$ cat src/rtl/simple_mem_responder_if.sv
// Request/response handshake bundle between a bus requester and simple_mem_responder.
// The requester drives the master side; the responder sits on the slave side.
interface simple_mem_responder_if #(
  parameter int ADDR_W = 4,
  parameter int DATA_W = 8
);
  logic              req_valid;
  logic              req_ready;
  logic              req_we;
  logic [ADDR_W-1:0] req_addr;
  logic [DATA_W-1:0] req_wdata;
  logic              resp_valid;
  logic              resp_ready;
  logic [DATA_W-1:0] resp_rdata;
  logic              resp_err;

  modport master (
    output req_valid, req_we, req_addr, req_wdata, resp_ready,
    input  req_ready, resp_valid, resp_rdata, resp_err
  );

  modport slave (
    input  req_valid, req_we, req_addr, req_wdata, resp_ready,
    output req_ready, resp_valid, resp_rdata, resp_err
  );
endinterface

$ cat src/rtl/simple_mem_responder.sv
// Single-request memory responder: accepts one access, waits LATENCY cycles, commits, then
// holds the response until it is taken. A sideband preload port writes the array while idle.
//
// state | meaning
// IDLE  | ready for a request or a preload write
// WAIT  | request latched, counting down the programmed latency
// RESP  | access committed, response held until resp_ready
module simple_mem_responder #(
  parameter int ADDR_W  = 4,
  parameter int DATA_W  = 8,
  parameter int DEPTH   = 16,
  parameter int LATENCY = 1
) (
  input  logic                  clk,
  input  logic                  reset,
  simple_mem_responder_if.slave bus,
  input  logic                  init_we,
  input  logic [ADDR_W-1:0]     init_addr,
  input  logic [DATA_W-1:0]     init_data
);

  typedef enum logic [1:0] {
    IDLE = 2'd0,
    WAIT = 2'd1,
    RESP = 2'd2
  } state_t;

  localparam logic [3:0]  LAT     = 4'(LATENCY);
  localparam int unsigned DEPTH_U = DEPTH;
  localparam int          IDX_W   = (DEPTH > 1) ? $clog2(DEPTH) : 1;

  state_t            state, state_nxt;
  logic [3:0]        cnt;
  logic              lat_we;
  logic [ADDR_W-1:0] lat_addr;
  logic [DATA_W-1:0] lat_wdata;
  logic [DATA_W-1:0] mem [DEPTH];

  logic              hs;
  logic              commit;
  logic              acc_we;
  logic [ADDR_W-1:0] acc_addr;
  logic [DATA_W-1:0] acc_wdata;
  logic              acc_ok;
  logic              init_ok;
  logic [IDX_W-1:0]  acc_idx;
  logic [IDX_W-1:0]  init_idx;

  always_comb begin
    state_nxt     = state;
    bus.req_ready = 1'b0;
    hs            = 1'b0;
    commit        = 1'b0;
    case (state)
      IDLE: begin
        bus.req_ready = !init_we && !reset;
        hs            = bus.req_valid && !init_we && !reset;
        if (hs) begin
          state_nxt = (LAT != 4'd0) ? WAIT : RESP;
          commit    = (LAT == 4'd0);
        end
      end
      WAIT: begin
        if (cnt == 4'd1) begin
          state_nxt = RESP;
          commit    = 1'b1;
        end
      end
      RESP: begin
        if (bus.resp_valid && bus.resp_ready) state_nxt = IDLE;
      end
      default: state_nxt = IDLE;
    endcase
  end

  // With zero latency the access commits straight from the live request fields.
  assign acc_we    = (state == IDLE) ? bus.req_we    : lat_we;
  assign acc_addr  = (state == IDLE) ? bus.req_addr  : lat_addr;
  assign acc_wdata = (state == IDLE) ? bus.req_wdata : lat_wdata;
  assign acc_ok    = 32'(acc_addr) < DEPTH_U;
  assign init_ok   = 32'(init_addr) < DEPTH_U;
  assign acc_idx   = acc_addr[IDX_W-1:0];
  assign init_idx  = init_addr[IDX_W-1:0];

  always_ff @(posedge clk) begin
    if (reset) begin
      state          <= IDLE;
      cnt            <= 4'd0;
      lat_we         <= 1'b0;
      lat_addr       <= '0;
      lat_wdata      <= '0;
      bus.resp_valid <= 1'b0;
      bus.resp_rdata <= '0;
      bus.resp_err   <= 1'b0;
      for (int i = 0; i < DEPTH; i++) mem[i] <= '0;
    end else begin
      state <= state_nxt;
      if (hs) begin
        cnt       <= LAT;
        lat_we    <= bus.req_we;
        lat_addr  <= bus.req_addr;
        lat_wdata <= bus.req_wdata;
      end else if (state == WAIT) begin
        cnt <= cnt - 4'd1;
      end
      if (state == IDLE && init_we && init_ok) mem[init_idx] <= init_data;
      if (commit) begin
        bus.resp_valid <= 1'b1;
        if (!acc_ok) begin
          bus.resp_rdata <= '0;
          bus.resp_err   <= 1'b1;
        end else if (acc_we) begin
          mem[acc_idx]   <= acc_wdata;
          bus.resp_rdata <= '0;
        end else begin
          bus.resp_rdata <= mem[acc_idx];
        end
      end else if (state == RESP && bus.resp_ready) begin
        bus.resp_valid <= 1'b0;
        bus.resp_err   <= 1'b0;
      end
    end
  end

endmodule

$ cat src/flat_wrapper.sv
// flat-port wrapper written by rule: the top's interface ports become plain ports
module simple_mem_responder_flat 
#(
  parameter int ADDR_W  = 4,
  parameter int DATA_W  = 8,
  parameter int DEPTH   = 16,
  parameter int LATENCY = 1
)
  (clk, reset, init_we, init_addr, init_data, bus_req_valid, bus_req_we, bus_req_addr, bus_req_wdata, bus_resp_ready, bus_req_ready, bus_resp_valid, bus_resp_rdata, bus_resp_err);
  simple_mem_responder_if #(.ADDR_W(ADDR_W), .DATA_W(DATA_W)) bus_i ();
  input  logic clk;
  input  logic reset;
  input  logic init_we;
  input  logic [ADDR_W-1:0] init_addr;
  input  logic [DATA_W-1:0] init_data;
  input wire logic [$bits(bus_i.req_valid)-1:0] bus_req_valid;
  input wire logic [$bits(bus_i.req_we)-1:0] bus_req_we;
  input wire logic [$bits(bus_i.req_addr)-1:0] bus_req_addr;
  input wire logic [$bits(bus_i.req_wdata)-1:0] bus_req_wdata;
  input wire logic [$bits(bus_i.resp_ready)-1:0] bus_resp_ready;
  output wire logic [$bits(bus_i.req_ready)-1:0] bus_req_ready;
  output wire logic [$bits(bus_i.resp_valid)-1:0] bus_resp_valid;
  output wire logic [$bits(bus_i.resp_rdata)-1:0] bus_resp_rdata;
  output wire logic [$bits(bus_i.resp_err)-1:0] bus_resp_err;
  assign bus_i.req_valid = bus_req_valid;
  assign bus_i.req_we = bus_req_we;
  assign bus_i.req_addr = bus_req_addr;
  assign bus_i.req_wdata = bus_req_wdata;
  assign bus_i.resp_ready = bus_resp_ready;
  assign bus_req_ready = bus_i.req_ready;
  assign bus_resp_valid = bus_i.resp_valid;
  assign bus_resp_rdata = bus_i.resp_rdata;
  assign bus_resp_err = bus_i.resp_err;
  simple_mem_responder #(.ADDR_W(ADDR_W), .DATA_W(DATA_W), .DEPTH(DEPTH), .LATENCY(LATENCY)) u_core (.clk(clk), .reset(reset), .bus(bus_i), .init_we(init_we), .init_addr(init_addr), .init_data(init_data));
endmodule
$ cat config.mk
export PLATFORM = sky130hd
export DESIGN_NAME = simple_mem_responder_flat
export DESIGN_NICKNAME = d
export VERILOG_FILES = /design/src/rtl/simple_mem_responder_if.sv /design/src/rtl/simple_mem_responder.sv /design/src/flat_wrapper.sv
export SDC_FILE = /design/constraint.sdc
export NUM_CORES = 1
export LEC_CHECK = 0
export CORE_MARGIN = 2
export CORE_UTILIZATION = 40
export DETAILED_ROUTE_END_ITERATION = 8
export GPL_TIMING_DRIVEN = 1
export HOLD_SLACK_MARGIN = 0.1
export PLACE_DENSITY = 0.63
export SLEW_MARGIN = 10
export SYNTH_ARGS = -nofsm -noshare
export SYNTH_HDL_FRONTEND = slang
export SYNTH_SLANG_ARGS = --single-unit
$ cat constraint.sdc
create_clock -name clk -period 3 [get_ports clk]
set_clock_uncertainty 0.2 [all_clocks]
set_input_delay 0.45 -clock clk [delete_from_list [all_inputs] [get_ports clk]]
set_output_delay 0.45 -clock clk [all_outputs]
set_load 0.02 [all_outputs]
[Word level (Yosys, flattened, before mapping)]
Memory sizes are Yosys's and may differ from the RTL's.
Cells that the tools add are included.
Widths: inputs -> output; s select.
Cells by class
  $add $sub $neg: 1
  eq/ne operators: 6
  muxes and demuxes: 31
  reductions and logical operators: 15
Operator list (count)
  $mux 8: 4
  $mux 1: 20
  $reduce_or 8->1: 2
  $mux 4: 3
  $logic_and 1x1->1: 6
  $mux 2: 3
  $ne 2x1->1 const B: 3
  $pmux 2 s3: 1
  $eq 4x1->1 const B: 1
  $reduce_bool 2->1: 2
  $sub 4x1->4 const B: 1
  $reduce_and 3->1: 1
  $eq 2x1->1 const B: 1
  $eq 2x2->1 const B: 1
  $logic_not 1->1: 2
  $logic_not 2->1: 1
  $reduce_or 2->1: 1
Storage, ports and cells
  register bits: 28
  memory bits (writable): 128
  memories: 1
Memories
  u_core.mem: words 16, width 8, read ports 1, clocked after memory_dff 0, write ports 16, RTL line simple_mem_responder.sv:37  | logic [DATA_W-1:0] mem [DEPTH];

[Depth between registers and ports, before layout]
Gate-level depths: netlist of run 1.
  depth after elaboration: 8
  mapped depth: 9

[Worst setup path before layout of run 1]
OpenSTA, ideal clock, no wires.
  path kind: reg2reg
  start point: register u_core.cnt[0]
  end point: memory u_core.mem[12][0], enable pin
  library setup time: 0.334 ns
  arrival: 1.951 ns
  required time: 2.466 ns
  setup slack: 0.515 ns
  cell stages (with the launch flop): 8
  buffers on the path: 1
  period minus slack after synthesis: 2.485 ns
  path through: dfxtp_1 -> ha_1 -> or3b_1 -> nor3_2 -> buf_2 -> a31o_2 -> nand2_2 -> nand2b_1
RTL lines
  start, declared: RTL line simple_mem_responder.sv:33  | logic [3:0] cnt;
  start signal, assigned: RTL line simple_mem_responder.sv:104  | cnt <= cnt - 4'd1;
  end, declared: RTL line simple_mem_responder.sv:37

[Worst setup path in the final report of run 1]
  start point: register u_core.state[1]
  end point: output port bus_req_ready
Between the ends
  longest elaborated chain between the ends: 2
RTL lines
  start, declared: RTL line simple_mem_responder.sv:32  | state_t state, state_nxt;
  start signal, assigned: RTL line simple_mem_responder.sv:97  | state <= state_nxt;
  $logic_not 2->1: RTL line simple_mem_responder.sv:54  | case (state)
  $mux 1: RTL line simple_mem_responder.sv:54
  end, declared: RTL line flat_wrapper.sv:21  | output wire logic [$bits(bus_i.req_ready)-1:0] bus_req_ready;
Every way passes these cells.

==> run summary, run 1 <==
The clock-pin slew reported for the worst setup and hold paths after clock tree synthesis came out at 0.06 ns. The number of warnings printed during yosys synthesis is 0. Adding up every negative setup slack in the final design gives 0 ns. The post-route clock period utilization came out at 94.1%. The netlist area before placement is 7780 µm². The count of H-tree levels built during CTS is 4. Summed over all nets, wire length on met3 after detailed routing comes to 1110 µm. The power per cell area is 552 nW/µm².

The top fanout value on the critical path is 13. The critical path's top delay family is buffers and inverters. Counting every net in the synthesized netlist gives 730. The async set-reset flop share out of synthesis is 0%. The initial core utilization came out at 40.4%. The routed length on met2 is 10200 µm. Setup repair after global routing left no endpoint under its margin. The run finished with clean final reports. The synthesized netlist contains 61 unique library cells. The final cell area excluding filler cells came out at 9320 µm².

The library cell used most frequently in the layout, excluding fill and tap cells, is sky130_fd_sc_hd__nor2_1. The total number of placement rows came out at 51. The static leakage power is 0.00344 µW. The placed wire-length estimate after detailed placement is 14400 µm. The number of detailed-routing iterations run before antenna repair came out at 5. The global-route usage over all layers is 21.2%. The sequential fraction of the synthesis area is 56.6%. At the end of routability-driven placement, the weighted congestion stood at 0.913. The number of buffers and inverters on the critical path is 2. TritonCTS built the clock tree. The final number of max-transition violations came out at 0. The area enclosed by the die boundary is 20600 µm². The final wirelength is 20700 µm.

The critical path is of the flop to output pin type. The iteration-0 DRC count of the detailed router is 623. The number of vias in the routed layout came out at 5862. The signal on the critical path passes through or2_4, buf_4, nor3_1, clkdlybuf4s50_1. The per-cell via count in the routed design came out at 5.63. The area overhead of the layout relative to synthesis is 19.8%. The worst setup path is launched from a flop. The largest net degree at the start of global routing came out at 48. No sink is reached through more buffers than the 2 on the longest clock path.

The number of buffers created by CTS came out at 17. In this run the register-to-register setup slack is 0.24 ns. Data arrives at the worst endpoint at 2.17 ns. The kind of path behind the tightest hold check is flop to flop. The tree is rooted in a sky130_fd_sc_hd__clkbuf_16. The number of ports placed on the die boundary came out at 41. The count of cells along the worst register-to-register path is 8. The count of hold buffers inserted by post-cts repair came out at 0. The data required time of the critical path came out at 2.35 ns.

The worst setup path is captured at an output pin. Measured along the y axis, the die boundary spans 143 µm. The fraction of layout cells with a size suffix above 1 is 18.5%.

The port buffer count came out at 39. In this run the cell area measured after placement is 8790 µm². The endpoint of the worst-slack reg-to-reg timing path is u_core.bus.resp_rdata[5]. Counting instances, the worst hold path has a depth of 2. The count of flip-flops with a built-in enable after synthesis is 128. The sum of overflow across all layers after global routing is 0. The width of the die is 143 µm.

Counting flops and latches in the post-synthesis netlist gives 156. The final layout net count is 796. The number of max-capacitance violations reported is 0. For this design, the slowest cell found on the critical path is sky130_fd_sc_hd__clkdlybuf4s50_1. At the pin with the least slew margin, the transition time is 0.831 ns. The minimum setup slack after placement came out at 0.0387 ns. The number of antenna violations at the first check in global routing came out at 0. The residual DRC count is 0.

After technology mapping, the gate count stands at 698. VDD sags by at most 463 µV. The wire length per cell after detailed routing came out at 19.9 µm. The repair_antennas step left the layout with diodes totalling 0. The hold-critical path endpoint is u_core.lat_wdata[7]. The worst hold margin is 0.274 ns.

In this run the most critical hold path is launched from u_core.lat_wdata[7]. The post-synthesis average cell area is 11.2 µm². Measured against its own limit, the worst slew margin works out to 44.6%. The stage delay of the slowest cell on the critical path came out at 0.64 ns. The most used flip-flop cell after synthesis is sky130_fd_sc_hd__edfxtp_1. Setup violations remaining at the end of the flow were counted as 0.

For the worst-skew pair, the clock arrives at the later sink with an insertion delay of 0.43 ns. The shortest period the worst path allows came out at 2.82 ns. The remaining antenna violation count came out at 0. In this run the critical register-to-register path is launched from u_core.cnt[0]. The wire length of the first global-routing pass came out at 32600 µm.

In the layout the commonest cells are sky130_fd_sc_hd__nor2_1, sky130_fd_sc_hd__edfxtp_1, sky130_fd_sc_hd__buf_4. The met1 routed wirelength after detailed routing came out at 8740 µm. The highest layer used for signal routing is met4. The placeable core region came out at 19300 µm². The number of global-route vias before repair came out at 5871. For this design, the sink count on the clock tree is 156. The number of buffers inserted by post-CTS setup repair is 0. The fmax came out at 354 MHz. The overall power after layout came out at 5140 µW. The number of failing hold endpoints at the final stage came to 0.

The final worst slack is 0.176 ns.
## cell usage after synthesis, types with 12 or more instances
cell type | number | area (µm²)
sky130_fd_sc_hd__dfxtp_1 | 28 | 561
sky130_fd_sc_hd__nor4_1 | 16 | 100
sky130_fd_sc_hd__edfxtp_1 | 128 | 3840
sky130_fd_sc_hd__o21ai_2 | 13 | 114
sky130_fd_sc_hd__nor2_1 | 152 | 571
sky130_fd_sc_hd__buf_2 | 22 | 110
sky130_fd_sc_hd__nand2_1 | 30 | 113
sky130_fd_sc_hd__nand2b_1 | 28 | 175
sky130_fd_sc_hd__clkbuf_1 | 13 | 48.8
sky130_fd_sc_hd__nand2_2 | 12 | 75.1
sky130_fd_sc_hd__and3_1 | 48 | 300
sky130_fd_sc_hd__mux2i_1 | 47 | 470
sky130_fd_sc_hd__a211oi_1 | 40 | 300
## flip-flops by register name, summed over array words and instances (netlist names)
name                   flops
u_core.bus.resp_rdata      8
u_core.cnt                 4
u_core.state               2
u_core.mem               128
u_core.lat_wdata           8
u_core.lat_we              1
u_core.bus.resp_valid      1
u_core.lat_addr            4
## repair_timing
| item | CTS | global route |
|---|---|---|
| pin swaps | 0 | 0 |
| setup endpoints to repair | 1 | 1 |
| resized for setup | 1 | 1 |
## layout make-up
cell class                 count  area, µm²
inverter                       6       22.5
clock inverter                14       98.8
sequential                   156       4410
fill                        1765       9950
clock buffer                  18        429
tap                          265        332
timing repair buffer          98        958
multi-input combinational    485       3080
## stage by stage
step | utilization [%] | instances
2_1_floorplan | - | 698
3_3_place_gp | 45.6 | 1010
3_5_place_dp | 45.6 | 1010
4_1_cts | 48.4 | 1042
5_1_grt | 48.4 | 1042
6_report | 48.4 | 1042
## worst register-to-register path: stages (launching register included)
cell and delay, ns:
sky130_fd_sc_hd__dfxtp_1 0.40, sky130_fd_sc_hd__ha_1 0.19, sky130_fd_sc_hd__nor3b_4 0.36, sky130_fd_sc_hd__nand2_1 0.18, sky130_fd_sc_hd__or4_1 0.42, sky130_fd_sc_hd__buf_4 0.19
sky130_fd_sc_hd__nor4_1 0.49, sky130_fd_sc_hd__buf_4 0.20, sky130_fd_sc_hd__a221o_1 0.09
## per-layer routing
layer	vias up	global-route usage [%]
met2	231	35.5
met1	2881	27.4
met4	0	9.18
met5	-	0
li1	2706	-
met3	44	3.20
## where the power goes
part           leakage [µW]  switching (µW)  internal (µW)  total, µW
registers           0.00155            54.5           2430       2490
clock network      0.000239             870           1050       1920
logic               0.00165             434            297        731
## kinds of logic after synthesis
| kind of cell | Yosys count | synth area share [%] |
|---|---|---|
| buffers and inverters | 57 | 4.00 |
| XOR/XNOR | 3 | 0.338 |
| multiplexers | 50 | 6.53 |
| other | 1 | 0.0482 |
| flip-flops | 156 | 56.6 |
| adder cells (fa/ha/maj) | 2 | 0.321 |
| AND/OR/NAND/NOR | 320 | 20.5 |
| AO/OA/AOI/OAI | 109 | 11.7 |
## how the worst max path moves through the flow
stage	start	end	slack (ns)	cells after the start
2_1_floorplan	u_core.cnt[0]	u_core.mem[12][0]	0.52	7
3_3_place_gp	reset	u_core.mem[14][6]	0.09	6
3_5_place_dp	bus_req_addr[1]	u_core.bus.resp_rdata[3]	0.04	8
4_1_cts	u_core.state[1]	bus_req_ready	0.09	4
5_1_grt	u_core.cnt[0]	u_core.mem[2][7]	0.09	6
6_report	u_core.state[1]	bus_req_ready	0.18	4
No activity file was read; power rests on OpenSTA's default activity.
==> run 2, diff against run 1 <==
--- a/config.mk
+++ b/config.mk
@@ -5,6 +5,7 @@
 export SDC_FILE = /design/constraint.sdc
 export NUM_CORES = 1
 export LEC_CHECK = 0
+export CAP_MARGIN = 5
 export CORE_MARGIN = 2
 export CORE_UTILIZATION = 40
 export DETAILED_ROUTE_END_ITERATION = 8
==> constraint.sdc (replaced) <==
create_clock -name clk -period 3 [get_ports clk]
set_clock_uncertainty 0.2 [all_clocks]
set_input_delay 0.6 -clock clk [delete_from_list [all_inputs] [get_ports clk]]
set_output_delay 0.6 -clock clk [all_outputs]
set_load 0.02 [all_outputs]
==> run 2 against run 1 <==
Net effect:
- non-clock buffer count increased by 29
- flip-flop and latch count unchanged
- core utilization increased by 1.7 points
- total power increased by 6.2%
- clock power increased by 15%
- global-route usage increased by 0.55 points
- sequential share of layout area decreased by 1.6 points
- count of clock-buffer cells in the layout increased by 1
- register-to-register slack about the same
- combinational power increased by 5.3%
- sequential power about the same
==> run summary, run 2 (synthesis gave the netlist of run 1 again) <==
The run finished with clean final reports. The clock share of power came out at 40.3% (+2.9 points). The port buffer count came out at 39 (unchanged). The count of endpoints failing setup in the final report is 0 (unchanged). The initial core utilization came to 40.4% (unchanged). The placed wire-length estimate after detailed placement is 15200 µm (+5.3%). In the layout the commonest cells are sky130_fd_sc_hd__nor2_1, sky130_fd_sc_hd__edfxtp_1, sky130_fd_sc_hd__buf_4. The count of H-tree levels built during CTS is 4 (unchanged). The number of vias in the routed layout came out at 5957 (+1.6%).

Leaving out fill and tap cells, the most frequent cell in the layout is sky130_fd_sc_hd__nor2_1. The wire length per cell after detailed routing is 20.1 µm (+0.74%). The switching power came out at 1380 µW (+1.5%). The count of hold buffers inserted by post-cts repair is 0 (unchanged). The maximum clock insertion buffer count came out at 2 (unchanged). The worst vdd rail ir drop came out at 401 µV (-13%). The top fanout value on the critical path came to 8 (-5). The switching fraction of total power is 25.3% (-1.2 points). The clock-pin slew reported for the worst setup and hold paths after clock tree synthesis was 0.06 ns (about the same). The per-cell via count in the routed design came out at 5.56 (-1.1%). The number of global-route vias before repair is 5893 (+0.37%). The overall power after layout came out at 5460 µW (+6.2%). The element type at the critical path start is a flop. The power per cell area is 566 nW/µm² (+2.6%). The data required time of the critical path came out at 3.17 ns (+0.82 ns). The latest clock arrival within the worst-skew pair came out at 0.44 ns (about the same). The wire length of the first global-routing pass came out at 33200 µm (+1.7%).

The number of diodes is 0 (unchanged). The width of the die is 143 µm (unchanged). The total number of placement rows is 51 (unchanged). The sum of overflow across all layers after global routing came to 0 (unchanged). The shortest period the worst path allows is 2.75 ns (-0.0770 ns). Setup repair after global routing left no endpoint under its margin. The number of flip-flops under the largest register name came to 128 (unchanged). In the final layout, the registers with the most flip-flops are u_core.mem (128), u_core.bus.resp_rdata (8), u_core.lat_wdata (8). The final layout net count came out at 825 (+3.6%). The routability-driven placement congestion ratio is 0.931 (+2.0%). The design internal power came out at 4080 µW (+7.8%).

The CTS tree is yes. The number of detailed-routing iterations run before antenna repair is 5 (unchanged). The critical path is of the flop to flop type. The number of ports placed on the die boundary is 41 (unchanged).

The fraction of layout cells with a size suffix above 1 is 21.3% (+2.8 points). The worst-margin pin slew was 0.720 ns (-0.111 ns). The share of total power in sequential cells is 45.6% (-2.8 points). The number of buffers created by CTS is 17 (unchanged). The number of antenna violations at the first check in global routing is 0 (unchanged).

The filler cell count in the final layout came out at 1700 (-3.7%). The number of failing hold endpoints at the final stage is 0 (unchanged). The final number of max-transition violations came out at 0 (unchanged). The placeable core region is 19300 µm² (unchanged). The final wirelength is 21500 µm (+3.5%). The kind of path behind the tightest hold check is flop to flop. The final cell area excluding filler cells came to 9650 µm² (+3.5%).

The number of max-capacitance violations reported came to 0 (unchanged). The residual DRC count came to 0 (unchanged). The combinational share of power is 14.1% (about the same). The area of placed instances is 9040 µm² (+2.9%). Clock tree synthesis selected as its root buffer the cell sky130_fd_sc_hd__clkbuf_16. The fmax is 364 MHz (+2.8%). The register name with the most flops is u_core.mem. The minimum setup slack after placement is -0.0667 ns (-0.105 ns). The worst endpoint data arrival time was 2.92 ns (+0.75 ns). The area enclosed by the die boundary came out at 20600 µm² (unchanged). The final worst slack came out at 0.253 ns (+0.0770 ns). The static leakage power came to 0.00366 µW (+6.2%). The worst setup path is captured at a flop. The remaining antenna violation count was 0 (unchanged). The die height came out at 143 µm (unchanged).

The largest net degree at the start of global routing is 31 (-35%). The area overhead of the layout relative to synthesis came out at 24.0%. The iteration-0 DRC count of the detailed router is 753 (+21%).

The max-slew headroom at the worst pin is 52.0% (+7.4 points). The post-route clock period utilization is 91.6% (-2.6 points). The global-route usage over all layers came out at 21.8% (+0.55 points). The number of clock sinks seen by CTS was 156 (unchanged).
[run 2: cell types whose count changed in the layout (fill, tap and decap cells not counted)]
| cell | change |
|---|---|
| sky130_fd_sc_hd__buf_12 | +3 |
| sky130_fd_sc_hd__buf_4 | +26 |
| sky130_fd_sc_hd__bufinv_16 | +3 |
| sky130_fd_sc_hd__clkbuf_1 | +1 |
| sky130_fd_sc_hd__clkdlybuf4s50_1 | -1 |
| sky130_fd_sc_hd__clkinv_1 | -2 |
| sky130_fd_sc_hd__clkinv_4 | +1 |
| sky130_fd_sc_hd__clkinvlp_4 | -3 |
| sky130_fd_sc_hd__dfxtp_1 | +1 |
| sky130_fd_sc_hd__dfxtp_2 | -1 |
| sky130_fd_sc_hd__dlymetal6s2s_1 | +1 |
| sky130_fd_sc_hd__or2_1 | +1 |
| sky130_fd_sc_hd__or2_4 | -1 |
[run 2: stage by stage]
step,utilization (%),std cells,hold WS (ns),setup TNS (ns)
after floorplan,-,698,0.250,0
after global placement,46.9,1039,0.260,-0.172
after detailed placement,46.9,1039,0.268,-0.659
after CTS,50.1,1071,0.281,0
after global routing,50.1,1071,0.301,0
final,50.1,1071,0.274,0
[run 2: layer usage]
| layer | vias to the layer above | GRT usage [%] | routed length (µm) |
|---|---|---|---|
| met5 | - | 0 | 0 |
| met4 | 0 | 7.95 | 505 |
| met3 | 40 | 3.83 | 1180 |
| met2 | 194 | 37.8 | 10800 |
| met1 | 2947 | 27.2 | 8980 |
| li1 | 2776 | - | - |
[run 2: repair_timing]
action                                  CTS  global route
buffers inserted                          0             0
endpoints found under the setup margin    0             1
resized for setup                         0             1
[run 2: path summary, 6_finish.rpt]
path	startpoint	endpoint	slack (ns)	depth (start not counted)
max	u_core.cnt[0]	u_core.bus.resp_rdata[1]	0.25	8
min reg2reg	u_core.lat_wdata[0]	u_core.lat_wdata[0]	0.27	2
min	u_core.lat_wdata[0]	u_core.lat_wdata[0]	0.27	2
max reg2reg	u_core.cnt[0]	u_core.bus.resp_rdata[1]	0.25	8
[run 2: cell type report]
class / instances / area (µm²) / area share [%]
clock buffers: 19 / 433 / 4.49
clock inverters: 13 / 168 / 1.74
inverters: 6 / 22.5 / 0.233
multi-input cells: 485 / 3070 / 31.9
flip-flops and latches: 156 / 4400 / 45.6
well taps: 265 / 332 / 3.44
repair buffers: 127 / 1220 / 12.6
[run 2: power by group through the flow]
stage	clock, µW	sequential [µW]	combinational (µW)
CTS	2220	2490	767
floorplan	0	2510	458
finish	2200	2490	770
global placement	0	2530	747
detailed placement	0	2530	762
global route	2310	2500	824
[run 2: critical path: stages, from the launching register on]
cell                      delay (ns)
sky130_fd_sc_hd__dfxtp_1        0.40
sky130_fd_sc_hd__ha_1           0.20
sky130_fd_sc_hd__nor3b_4        0.37
sky130_fd_sc_hd__nand2_1        0.17
sky130_fd_sc_hd__or4_1          0.44
sky130_fd_sc_hd__buf_4          0.20
sky130_fd_sc_hd__nor4_1         0.44
sky130_fd_sc_hd__buf_4          0.19
sky130_fd_sc_hd__a221o_1        0.09
